`src/rtl/ddr2_host_pkg.sv`:
```
// Shared types and helpers for the ddr2_controller host-port arbiter.
// Command encodings, FSM states, tag layout and burst length calculation.
package ddr2_host_pkg;

    typedef enum logic [2:0] {
        CMD_NOP  = 3'd0,
        CMD_SCR  = 3'd1,
        CMD_SCW  = 3'd2,
        CMD_BLR  = 3'd3,
        CMD_BLW  = 3'd4,
        CMD_ATR  = 3'd5,
        CMD_ATW  = 3'd6,
        CMD_NOP7 = 3'd7
    } cmd_e;

    typedef enum logic [1:0] {
        ST_WAIT_RDY,
        ST_ARB,
        ST_ISSUE,
        ST_BLKDATA
    } state_e;

    localparam int FIFO_HIGH_WATER = 63;
    localparam int ID_W            = 3;
    localparam int CNT_W           = 9;
    localparam int TAG_W           = ID_W + CNT_W;

    typedef struct packed {
        logic [ID_W-1:0]  id;
        logic [CNT_W-1:0] count;
    } tag_t;

    function automatic logic [CNT_W-1:0] burst_len(input logic [1:0] sz);
        return {4'd0, sz, 3'b000} + 9'd8;
    endfunction

    // Commands that only need NOTFULL to be taken (no data into the write FIFO).
    function automatic logic is_read_cmd(input logic [2:0] c);
        return (c == CMD_SCR) || (c == CMD_BLR);
    endfunction

    function automatic logic returns_data(input logic [2:0] c);
        return (c == CMD_SCR) || (c == CMD_BLR) || (c == CMD_ATR);
    endfunction

    function automatic logic is_nop(input logic [2:0] c);
        return (c == CMD_NOP) || (c == CMD_NOP7);
    endfunction

endpackage

```
`src/rtl/ddr2_tag_fifo.sv`:
```
// In-order FIFO of {requester id, word count} for outstanding read-type commands.
// Simultaneous push and pop are both applied; full/empty derive from a registered count.
module ddr2_tag_fifo
    import ddr2_host_pkg::*;
#(
    parameter int DEPTH = 16
)
(
    input  logic             clk,
    input  logic             reset,
    input  logic             push,
    input  logic [TAG_W-1:0] push_data,
    input  logic             pop,
    output logic [TAG_W-1:0] head,
    output logic             full,
    output logic             empty
);

    localparam int AW = $clog2(DEPTH);

    logic [TAG_W-1:0] mem [DEPTH];
    logic [AW-1:0]    wr_ptr;
    logic [AW-1:0]    rd_ptr;
    logic [AW:0]      count;
    logic             do_push;
    logic             do_pop;

    assign full    = (count == (AW+1)'(DEPTH));
    assign empty   = (count == '0);
    assign do_push = push && !full;
    assign do_pop  = pop && !empty;
    assign head    = mem[rd_ptr];

    always_ff @(posedge clk) begin
        if (do_push) begin
            mem[wr_ptr] <= push_data;
        end
    end

    always_ff @(posedge clk) begin
        if (reset) begin
            wr_ptr <= '0;
            rd_ptr <= '0;
            count  <= '0;
        end else begin
            if (do_push) begin
                wr_ptr <= wr_ptr + 1'b1;
            end
            if (do_pop) begin
                rd_ptr <= rd_ptr + 1'b1;
            end
            case ({do_push, do_pop})
                2'b10:   count <= count + 1'b1;
                2'b01:   count <= count - 1'b1;
                default: count <= count;
            endcase
        end
    end

endmodule

```
`src/rtl/ddr2_host_arbiter.sv`:
```
// Round-robin sharing of the ddr2_controller host port among NUM_REQ requesters,
// with back-pressure aware issue, block-write data locking and in-order read return routing.
module ddr2_host_arbiter
    import ddr2_host_pkg::*;
#(
    parameter int NUM_REQ   = 4,
    parameter int TAG_DEPTH = 16
)
(
    input  logic                  CLK,
    input  logic                  RESET,
    input  logic [NUM_REQ-1:0]    REQ_VALID,
    input  logic [3*NUM_REQ-1:0]  REQ_CMD,
    input  logic [2*NUM_REQ-1:0]  REQ_SZ,
    input  logic [3*NUM_REQ-1:0]  REQ_OP,
    input  logic [25*NUM_REQ-1:0] REQ_ADDR,
    input  logic [16*NUM_REQ-1:0] REQ_DIN,
    output logic [NUM_REQ-1:0]    REQ_READY,
    output logic [NUM_REQ-1:0]    RSP_VALID,
    output logic [15:0]           RSP_DOUT,
    output logic [24:0]           RSP_RADDR,
    output logic [2:0]            C_CMD,
    output logic [1:0]            C_SZ,
    output logic [2:0]            C_OP,
    output logic [24:0]           C_ADDR,
    output logic [15:0]           C_DIN,
    output logic                  C_FETCHING,
    input  logic                  C_READY,
    input  logic                  C_NOTFULL,
    input  logic                  C_VALIDOUT,
    input  logic [6:0]            C_FILLCOUNT,
    input  logic [15:0]           C_DOUT,
    input  logic [24:0]           C_RADDR,
    output logic                  ERR_UNEXP
);

    localparam int PTR_W = $clog2(NUM_REQ);

    state_e             state;
    state_e             state_nxt;
    logic [PTR_W-1:0]   rr_ptr;
    logic [PTR_W-1:0]   grantee;
    logic [PTR_W-1:0]   win_idx;
    logic [PTR_W-1:0]   cand;
    logic               found;
    cmd_e               cmd_q;
    logic [1:0]         sz_q;
    logic [2:0]         op_q;
    logic [24:0]        addr_q;
    logic [15:0]        din_q;
    logic [CNT_W-1:0]   remaining;
    logic [CNT_W-1:0]   ret_cnt;
    logic [NUM_REQ-1:0] ready_vec;
    logic               grant;
    logic               accept;
    logic               word_take;
    logic               fill_ok;
    logic               issue_ok;
    logic               tag_full;
    logic               tag_empty;
    logic               push;
    logic               pop;
    tag_t               push_tag;
    tag_t               head_tag;

    logic [2:0]         req_cmd  [NUM_REQ];
    logic [1:0]         req_sz   [NUM_REQ];
    logic [2:0]         req_op   [NUM_REQ];
    logic [24:0]        req_addr [NUM_REQ];
    logic [15:0]        req_din  [NUM_REQ];
    logic               eligible [NUM_REQ];

    for (genvar g = 0; g < NUM_REQ; g++) begin : g_unpack
        assign req_cmd[g]  = REQ_CMD[3*g +: 3];
        assign req_sz[g]   = REQ_SZ[2*g +: 2];
        assign req_op[g]   = REQ_OP[3*g +: 3];
        assign req_addr[g] = REQ_ADDR[25*g +: 25];
        assign req_din[g]  = REQ_DIN[16*g +: 16];
        assign eligible[g] = REQ_VALID[g] && !(returns_data(REQ_CMD[3*g +: 3]) && tag_full);
    end

    assign fill_ok  = (C_FILLCOUNT <= 7'(FIFO_HIGH_WATER));
    assign issue_ok = C_NOTFULL && (is_read_cmd(cmd_q) || fill_ok);

    // Search starts one past the last winner so every requester gets a turn.
    always_comb begin
        found   = 1'b0;
        win_idx = '0;
        cand    = '0;
        for (int i = 1; i <= NUM_REQ; i++) begin
            cand = PTR_W'((int'(rr_ptr) + i) % NUM_REQ);
            if (!found && eligible[cand]) begin
                found   = 1'b1;
                win_idx = cand;
            end
        end
    end

    always_ff @(posedge CLK) begin
        if (RESET) begin
            state <= ST_WAIT_RDY;
        end else begin
            state <= state_nxt;
        end
    end

    always_comb begin
        state_nxt = state;
        ready_vec = '0;
        grant     = 1'b0;
        accept    = 1'b0;
        word_take = 1'b0;
        case (state)
            ST_WAIT_RDY: begin
                if (C_READY) begin
                    state_nxt = ST_ARB;
                end
            end
            ST_ARB: begin
                if (found) begin
                    ready_vec[win_idx] = 1'b1;
                    if (!is_nop(req_cmd[win_idx])) begin
                        grant     = 1'b1;
                        state_nxt = ST_ISSUE;
                    end
                end
            end
            ST_ISSUE: begin
                if (issue_ok) begin
                    accept    = 1'b1;
                    state_nxt = (cmd_q == CMD_BLW) ? ST_BLKDATA : ST_ARB;
                end
            end
            ST_BLKDATA: begin
                if (REQ_VALID[grantee] && fill_ok) begin
                    ready_vec[grantee] = 1'b1;
                    word_take          = 1'b1;
                    if (remaining == 9'd1) begin
                        state_nxt = ST_ARB;
                    end
                end
            end
            default: state_nxt = ST_WAIT_RDY;
        endcase
    end

    always_ff @(posedge CLK) begin
        if (RESET) begin
            cmd_q     <= CMD_NOP;
            sz_q      <= '0;
            op_q      <= '0;
            addr_q    <= '0;
            din_q     <= '0;
            rr_ptr    <= PTR_W'(NUM_REQ - 1);
            grantee   <= '0;
            remaining <= '0;
        end else begin
            if (grant) begin
                cmd_q   <= cmd_e'(req_cmd[win_idx]);
                sz_q    <= req_sz[win_idx];
                op_q    <= req_op[win_idx];
                addr_q  <= req_addr[win_idx];
                din_q   <= req_din[win_idx];
                rr_ptr  <= win_idx;
                grantee <= win_idx;
            end
            if (accept) begin
                cmd_q <= CMD_NOP;
                if (cmd_q == CMD_BLW) begin
                    remaining <= burst_len(sz_q) - 9'd1;
                end
            end
            if (word_take) begin
                remaining <= remaining - 9'd1;
            end
        end
    end

    assign push           = accept && returns_data(cmd_q);
    assign push_tag.id    = ID_W'(grantee);
    assign push_tag.count = (cmd_q == CMD_BLR) ? burst_len(sz_q) : 9'd1;
    assign pop            = C_VALIDOUT && !tag_empty && ((ret_cnt + 9'd1) == head_tag.count);

    ddr2_tag_fifo #(
        .DEPTH(TAG_DEPTH)
    ) u_tag_fifo (
        .clk       (CLK),
        .reset     (RESET),
        .push      (push),
        .push_data (push_tag),
        .pop       (pop),
        .head      (head_tag),
        .full      (tag_full),
        .empty     (tag_empty)
    );

    // Returned words are steered to the oldest outstanding read; data with no owner is dropped.
    always_ff @(posedge CLK) begin
        if (RESET) begin
            RSP_VALID <= '0;
            RSP_DOUT  <= '0;
            RSP_RADDR <= '0;
            ERR_UNEXP <= 1'b0;
            ret_cnt   <= '0;
        end else begin
            RSP_VALID <= '0;
            if (C_VALIDOUT) begin
                if (tag_empty) begin
                    ERR_UNEXP <= 1'b1;
                end else begin
                    RSP_VALID <= NUM_REQ'(1) << head_tag.id;
                    RSP_DOUT  <= C_DOUT;
                    RSP_RADDR <= C_RADDR;
                    ret_cnt   <= pop ? '0 : ret_cnt + 9'd1;
                end
            end
        end
    end

    assign REQ_READY  = RESET ? '0 : ready_vec;
    assign C_FETCHING = !RESET;
    assign C_CMD      = cmd_q;
    assign C_SZ       = sz_q;
    assign C_OP       = op_q;
    assign C_ADDR     = addr_q;
    assign C_DIN      = (state == ST_BLKDATA) ? req_din[grantee] : din_q;

endmodule
```
`config.mk`:
```
export PLATFORM = sky130hd
export DESIGN_NAME = ddr2_host_arbiter
export DESIGN_NICKNAME = d
export VERILOG_FILES = /design/src/rtl/ddr2_host_pkg.sv /design/src/rtl/ddr2_tag_fifo.sv /design/src/rtl/ddr2_host_arbiter.sv
export SDC_FILE = /design/constraint.sdc
export NUM_CORES = 1
export LEC_CHECK = 0
export ABC_AREA = 1
export BUFFER_PORTS_ARGS = -buffer_cell sky130_fd_sc_hd__buf_4
export CAP_MARGIN = 5
export CORE_UTILIZATION = 52
export DETAILED_ROUTE_END_ITERATION = 8
export HOLD_SLACK_MARGIN = 0.08
export PLACE_DENSITY_LB_ADDON = 0.05
export SLEW_MARGIN = 15
export SYNTH_ARGS = -nofsm -noshare
export SYNTH_HDL_FRONTEND = slang
export SYNTH_SLANG_ARGS = --single-unit
```
`constraint.sdc`:
```
create_clock -name CLK -period 4 [get_ports CLK]
set_clock_uncertainty 0.15 [all_clocks]
set_input_delay 0.8 -clock CLK [delete_from_list [all_inputs] [get_ports CLK]]
set_output_delay 0.8 -clock CLK [all_outputs]
set_load 0.02 [all_outputs]
```
==> Word level (Yosys, flattened, before mapping) <==
Memories as Yosys holds them, arrays and structs flattened. A register that Yosys moved wholly into a read port is not among the register bits.
Index checks and enable logic that the tools add are counted.
{ "totals": {"memories": 1, "wordCells": 209, "reg_bits": 132, "ram_bits": 128, "input_bits": 253, "out_inout_bits": 100} }
{ "classes": {"add_sub_neg": 12, "shift": 1, "mux": 74, "eq_ne": 31, "n_bitwise": 8, "n_lt_le_gt_ge": 11, "reduce_logical": 54} }
{ "mem_list": {"columns": ["memory", "depth", "width", "read_ports", "rd_clocked_by_memory_dff", "write_ports", "line_no", "source"], "rows": [
  ["u_tag_fifo.mem", 16, 8, 1, 1, 1, "ddr2_tag_fifo.sv:21", "logic [TAG_W-1:0] mem [DEPTH];"]
]} }
{ "ops": {"columns": ["op", "n"], "rows": [
  ["16-bit 2-to-1 mux", 5],
  ["16-bit binary-select mux with 2-bit select", 2],
  ["25-bit binary-select mux with 2-bit select", 1],
  ["25-bit 2-to-1 mux", 2],
  ["9-bit 2-to-1 mux", 4],
  ["2-bit 2-to-1 mux", 13],
  ["1-bit 2-to-1 mux", 24],
  ["3-bit equality test (second input constant)", 7],
  ["1-bit logical AND", 20],
  ["4-bit 2-to-1 mux", 5],
  ["3-bit >= comparator (second input constant)", 6],
  ["2-bit NOT with 3-bit output", 6],
  ["9-bit by 1-bit subtractor with 9-bit output (second input constant)", 2],
  ["3-bit by 1-bit equality test with 1-bit output (second input constant)", 5],
  ["3-bit by 2-bit equality test with 1-bit output (second input constant)", 5],
  ["3-bit binary-select mux with 2-bit select", 2],
  ["1-bit logical OR", 12],
  ["3-bit 2-to-1 mux", 4],
  ["2-bit != test (second input constant)", 6],
  ["1-bit binary-select mux with 2-bit select", 5],
  ["1-bit logical NOT", 10],
  ["5-bit one-hot mux with 2 select lines", 1],
  ["9-bit by 1-bit adder with 9-bit output (second input constant)", 1],
  ["9-bit by 1-bit equality test with 1-bit output (second input constant)", 1],
  ["28 further kinds", 42]
]} }

==> Depth between registers and ports, before layout <==
{ "depth": {"ltp_word": 28, "mapped_depth": 24, "depth_no_buf": 22} }

==> Modules after synthesis <==
From an unflattened synthesis, not the netlist that was laid out.
{ "hier_totals": {"cells_unflattened": 1758, "hier_area_um2": 15964.1} }
{ "modules_own_cells": {"columns": ["mod", "n_inst", "area_each_um2", "cells_each", "seq_area_each_um2"], "rows": [
  ["ddr2_tag_fifo", 1, 8674.6, 645, 6105.9],
  ["ddr2_host_arbiter", 1, 7289.5, 1113, 2382.3]
]} }

==> Least setup slack after synthesis <==
Ideal clock, no wire load.
{ "synth_path": {"path_kind": "in2out", "start": "in REQ_CMD[0]", "end": "out REQ_READY[2]", "arrival_ns": 2.758, "required_time_ns": 3.050, "slack_ns": 0.292, "n_path_buf": 2, "path_stages": 11, "path_cell_list": "a21boi_0 > nand2_1 > nand3_1 > nand2_1 > o21ai_4 > nand3_1 > o21ai_2 > clkbuf_1 > buf_2 > nand3_1 > a21oi_1"} }
{ "synth_via": {"elab_chain_len": 26, "elab_cells_between_ends": 42, "cone_classes": "order compare (2); eq/ne (3); mux (25); reduce/logical (12)"} }
{ "synth_rtl": {"columns": ["element", "line_no", "source"], "rows": [
  ["start: declaration", "ddr2_host_arbiter.sv:13", "input logic [3*NUM_REQ-1:0] REQ_CMD,"],
  ["3-bit by 1-bit equality test with 1-bit output / 3-bit by 2-bit equality test with 1-bit output (equally long branches)", "ddr2_host_pkg.sv:43", "return (c == CMD_SCR) || (c == CMD_BLR) || (c == CMD_ATR);"],
  ["1-bit logical OR", "ddr2_host_pkg.sv:43", null],
  ["1-bit logical OR *", "ddr2_host_pkg.sv:43", null],
  ["1-bit logical AND *", "ddr2_host_arbiter.sv:79", "assign eligible[g] = REQ_VALID[g] && !(returns_data(REQ_CMD[3*g +: 3]) && tag_full);"],
  ["1-bit logical NOT *", "ddr2_host_arbiter.sv:79", null],
  ["1-bit logical AND *", "ddr2_host_arbiter.sv:79", null],
  ["1-bit binary-select mux with 2-bit select", "ddr2_host_arbiter.sv:92", "if (!found && eligible[cand]) begin"],
  ["1-bit 2-to-1 mux (not written as such) (2 in series)", "ddr2_host_arbiter.sv:92", null],
  ["[... 9 more ...]", null, null],
  ["2-bit 2-to-1 mux", "ddr2_host_arbiter.sv:92", null],
  ["2-bit by 3-bit less-than comparator with 1-bit output (not written as such) / 2-bit by 1-bit >= comparator with 1-bit output (equally long branches)", "ddr2_host_arbiter.sv:121", "ready_vec[win_idx] = 1'b1;"],
  ["1-bit logical AND (not written as such)", "ddr2_host_arbiter.sv:121", null],
  ["1-bit 2-to-1 mux (not written as such)", "ddr2_host_arbiter.sv:121", null],
  ["1-bit demux with 2-bit select", "ddr2_host_arbiter.sv:121", null],
  ["4-bit 2-to-1 mux *", "ddr2_host_arbiter.sv:120", "if (found) begin"],
  ["4-bit one-hot mux with 2 select lines *", "ddr2_host_arbiter.sv:113", "case (state)"],
  ["4-bit 2-to-1 mux *", "ddr2_host_arbiter.sv:220", "assign REQ_READY = RESET ? '0 : ready_vec;"],
  ["end: declaration", "ddr2_host_arbiter.sv:18", "output logic [NUM_REQ-1:0] REQ_READY,"]
]} }
Every way passes the cells marked *; elsewhere a longest branch is shown, timed or not. The select of a mux whose other input is x is not followed.

==> Final worst setup path <==
{ "layout_path": {"start": "reg u_tag_fifo.count[0]", "end": "out REQ_READY[3]"} }
{ "layout_via": {"elab_chain_len": 24, "elab_cells_between_ends": 47, "cone_classes": "order compare (2); eq/ne (1); mux (25); reduce/logical (19)"} }
{ "layout_rtl": {"columns": ["element", "line_no", "source"], "rows": [
  ["start: declaration", "ddr2_tag_fifo.sv:24", "logic [AW:0] count;"],
  ["start signal: assignment", "ddr2_tag_fifo.sv:53", "2'b10: count <= count + 1'b1;"],
  ["start signal: assignment", "ddr2_tag_fifo.sv:54", "2'b01: count <= count - 1'b1;"],
  ["start signal: assignment", "ddr2_tag_fifo.sv:55", "default: count <= count;"],
  ["5-bit equality test *", "ddr2_tag_fifo.sv:28", "assign full = (count == (AW+1)'(DEPTH));"],
  ["1-bit logical AND", "ddr2_host_arbiter.sv:79", null],
  ["1-bit logical NOT", "ddr2_host_arbiter.sv:79", null],
  ["1-bit logical AND", "ddr2_host_arbiter.sv:79", null],
  ["1-bit binary-select mux with 2-bit select", "ddr2_host_arbiter.sv:92", null],
  ["1-bit 2-to-1 mux (not written as such) (2 in series)", "ddr2_host_arbiter.sv:92", null],
  ["1-bit 2-to-1 mux", "ddr2_host_arbiter.sv:92", null],
  ["1-bit logical NOT", "ddr2_host_arbiter.sv:92", null],
  ["[... 7 more ...]", null, null],
  ["2-bit 2-to-1 mux", "ddr2_host_arbiter.sv:92", null],
  ["2-bit by 3-bit less-than comparator with 1-bit output (not written as such) / 2-bit by 1-bit >= comparator with 1-bit output (equally long branches)", "ddr2_host_arbiter.sv:121", null],
  ["1-bit logical AND (not written as such)", "ddr2_host_arbiter.sv:121", null],
  ["1-bit 2-to-1 mux (not written as such)", "ddr2_host_arbiter.sv:121", null],
  ["1-bit demux with 2-bit select", "ddr2_host_arbiter.sv:121", null],
  ["4-bit 2-to-1 mux *", "ddr2_host_arbiter.sv:120", null],
  ["4-bit one-hot mux with 2 select lines *", "ddr2_host_arbiter.sv:113", null],
  ["4-bit 2-to-1 mux *", "ddr2_host_arbiter.sv:220", null]
]} }
Marks and branches as above.

==> impl_metrics.csv <==
group,metric,value,unit
logic_synthesis,synth_area_leader_cell,"edfxtp_1",
routing,wl_per_cell,18.5,µm
clock_tree,clk_pin_slew,60,ps
critical_path,crit_arrival,2900,ps
logic_synthesis,syn_inst,1477,
clock_tree,cts_max_level,1,
critical_path,critPathSlowestCell,"dfxtp_2",
cells_and_area,multi_input_area,0.00571,mm²
critical_path,slowest_delay,350,ps
floorplan,ios,353,
routing,via_per_inst,5.83,
critical_path,reg2reg_to,"C_ADDR[18]",
critical_path,r2r_setup_slack,300,ps
critical_path,path_cells,"nor2_4 > nand2_1 > nor2_4 > nand2_2 > nand3_2 > nand2_2 > o21ai_4 > nand3_2 > nand3_2 > nand2_1 > o21ai_4 > nand3_2 > a21oi_4 > buf_6",
floorplan,die_w,153,µm
logic_synthesis,yosys_register_bits,232,
pwr,power-per-cell-area,816,mW/mm²
cells_and_area,seq_area,0.00561,mm²
logic_synthesis,synth_ff_type,"dfxtp_1",
critical_path,crit_path_start_kind,"register",
logic_synthesis,synthTopCellsByArea,"edfxtp_1, dfxtp_1, nand3_1",
critical_path,crit_end,"REQ_READY[3]",
routing,antenna_left,0,
logic_synthesis,synth_nets,1750,
global_route,grt.overflow.total,0,
critical_path,worstSetupPathType,"register to primary output",
logic_synthesis,ys_seq_area_frac,0.471,
pwr,clkPwrFrac,0.176,
floorplan,start_util,0.537,
cells_and_area,nFillCells,1787,
outcome,status,"finished clean",
routing,vias,12200,
sta,fmax,0.260,GHz
worst_hold_path,holdCritPathClass,"register to register",
clock_tree,cts_tree,"yes",
place,finalWeightedCongestion,0.924,
place,dpl.hpwl,27000,µm
cells_and_area,final_util,0.709,
pwr,total_power,0.0128,W
logic_synthesis,synthesis.area,0.0119,mm²
cells_and_area,nets,2058,
logic_synthesis,yosys-top-cells-count,"nand3_1, nor2_1, nand2_1, dfxtp_1, nand4_1",
worst_hold_path,min_from,"ERR_UNEXP",
clock_tree,clock-root-buffer,"clkbuf_16",
global_route,grtUsageTotal,0.319,
clock_tree,clock_sinks,232,
sta,rsz0062_at_grt,"true",
clock_tree,cts_buffers,25,
floorplan,fp.dieH,153,µm
routing,drtIter0Drc,995,
critical_path,r2r-start,"u_tag_fifo.count[0]",
logic_synthesis,yosys_warnings,0,
critical_path,critPathLaunch,"u_tag_fifo.count[0]",
global_route,grt_pass1_wl,59400,µm
sta,holdWs,300,ps
global_route,grt_max_degree,93,
cells_and_area,drive_gt1_frac,0.259,
critical_path,crit_required,3050,ps
pwr,power.leakage,6.46,nW
routing,routed_wl,38600,µm
logic_synthesis,syn_area_per_cell,8.06,µm²
critical_path,r2r_cells,22,
cells_and_area,area_growth_syn_to_layout,32.1,%
logic_synthesis,synth_cell_types,47,
sta,finalCritPeriodShare,0.963,
sta,setup-violations-final,0,
clock_tree,clockBufferDepth,3,
floorplan,rows,54,
pwr,combinationalPowerShare,0.595,
sta,maxSlewHeadroom,0.282,
pwr,switching_power,0.00618,W
routing,drc,0,
pwr,switching_share,0.482,
sta,drv_slew,0,
logic_synthesis,yosysMostFrequentCell,"nand3_1",
sta,hold_viol_final,0,
global_route,grt_pass1_vias,11300,
logic_synthesis,postSynth.asyncResetShare,0,
routing,firstDrtPassIters,6,
pwr,p_int,0.00664,W
critical_path,cpMostUsedCell,"nand3_2",
place,portBuffers,346,
job,max_cap_violations,0,
clock_tree,clkLatencyLatePin,520,ps
clock_tree,postCtsHoldBufs,0,
floorplan,die_area,0.0235,mm²
critical_path,crit_fanout,7,
logic_synthesis,synth_edf_count,96,
floorplan,core,0.0222,mm²
logic_synthesis,synth_top_area_frac,0.242,
global_route,antenna_found_initial,4,
critical_path,end_kind,"primary output",
sta,tightest_slew,1070,ps
pwr,ir_worst_vdd,1.15,mV
pwr,power_frac_seq,0.230,
sta,fin_crit,3850,ps
==> worst min path at each step <==
| stage | to | slack, ps | cells after the start |
|---|---|---|---|
| after floorplan | din_q[0] | 290 | 2 |
| after global placement | ERR_UNEXP | 290 | 2 |
| after detailed placement | ERR_UNEXP | 290 | 2 |
| after CTS | ERR_UNEXP | 300 | 2 |
| after global routing | ERR_UNEXP | 310 | 2 |
| final | ERR_UNEXP | 300 | 2 |
==> cell usage in the layout (no fill, tap or decap), types with 6 or more instances in the layout <==
cell type and count:
a21oi_1 76, a22oi_1 24, a31oi_1 9, a41oi_1 10, buf_4 380, buf_6 6, clkbuf_1 8, clkbuf_16 25
dfxtp_1 133, edfxtp_1 96, ha_1 18, inv_1 57, mux2i_1 11, nand2_1 176, nand2_2 8, nand3_1 236
nand3_2 11, nand4_1 100, nor2_1 211, nor3_1 6, o211ai_1 15, o21ai_0 97, o221ai_1 10, xor2_1 10
==> power by group through the flow <==
| stage | clock network [W] | logic, W | registers [W] |
|---|---|---|---|
| 5_1_grt | 0.00236 | 0.00832 | 0.00297 |
| 6_report | 0.00225 | 0.00762 | 0.00294 |
| 3_3_place_gp | 0 | 0.00712 | 0.00298 |
| 2_1_floorplan | 0 | 0.00515 | 0.00311 |
| 4_1_cts | 0.00227 | 0.00723 | 0.00294 |
| 3_5_place_dp | 0 | 0.00721 | 0.00298 |
==> worst max-delay path: cells and delay by family, from the launching register on <==
family                 cells  cell delay (ps)
AO/OA/AOI/OAI              3              660
buffers and inverters      1              160
AND/OR/NAND/NOR           10             1200
flip-flops                 1              350
==> stage by stage <==
step                TNS, ps  area, µm²  std cells  worst slack, ps
global route          -15.7      15700       2087            -15.3
floorplan                 0      11900       1477              292
global placement          0      14700       2030              158
detailed placement        0      14700       2030             76.2
CTS                   -22.1      15500       2075            -22.1
finish                    0      15700       2087              148
==> layer usage <==
layer  track usage  up-vias  share of wire
li1              -     5869              -
met1         0.401     5643           0.39
met2         0.537      550           0.49
met3        0.0525      102          0.079
met4         0.145        0          0.041
met5             0        -              0
==> flip-flops by register name (all words and copies together), names as in the netlist, 3 cells and up, named ones only <==
signal / flops
u_tag_fifo.mem: 96
u_tag_fifo.rd_ptr: 4
C_ADDR: 25
C_CMD: 3
din_q: 16
RSP_VALID: 4
u_tag_fifo.count: 5
RSP_DOUT: 16
RSP_RADDR: 25
C_OP: 3
u_tag_fifo.wr_ptr: 4
remaining: 9
ret_cnt: 9
==> cells by family (layout without fill, tap and decap cells) <==
kind of cell / Yosys count / after routing / share of synthesized area
buffers and inverters: 173 / 499 / 0.0606
AND/OR/NAND/NOR: 764 / 764 / 0.296
multiplexers: 11 / 11 / 0.00925
adder cells (fa/ha/maj): 20 / 20 / 0.0217
XOR/XNOR: 15 / 15 / 0.0110
AO/OA/AOI/OAI: 262 / 262 / 0.131
other: 0 / 4 / 0
flip-flops: 232 / 232 / 0.471
==> cell type report <==
cell class | instances | area share
diodes | 4 | 0.000637
clock inverters | 9 | 0.00605
clock buffers | 36 | 0.0444
inverters | 64 | 0.0154
well taps | 280 | 0.0223
repair buffers | 390 | 0.191
flip-flops and latches | 232 | 0.357
multi-input cells | 1072 | 0.363
==> repair_timing <==
action,CTS,global route
gates resized for setup,4,32
buffers inserted,0,8
pin swaps,0,11
endpoints found under the setup margin,3,11
No activity file was read; power rests on OpenSTA's default activity.
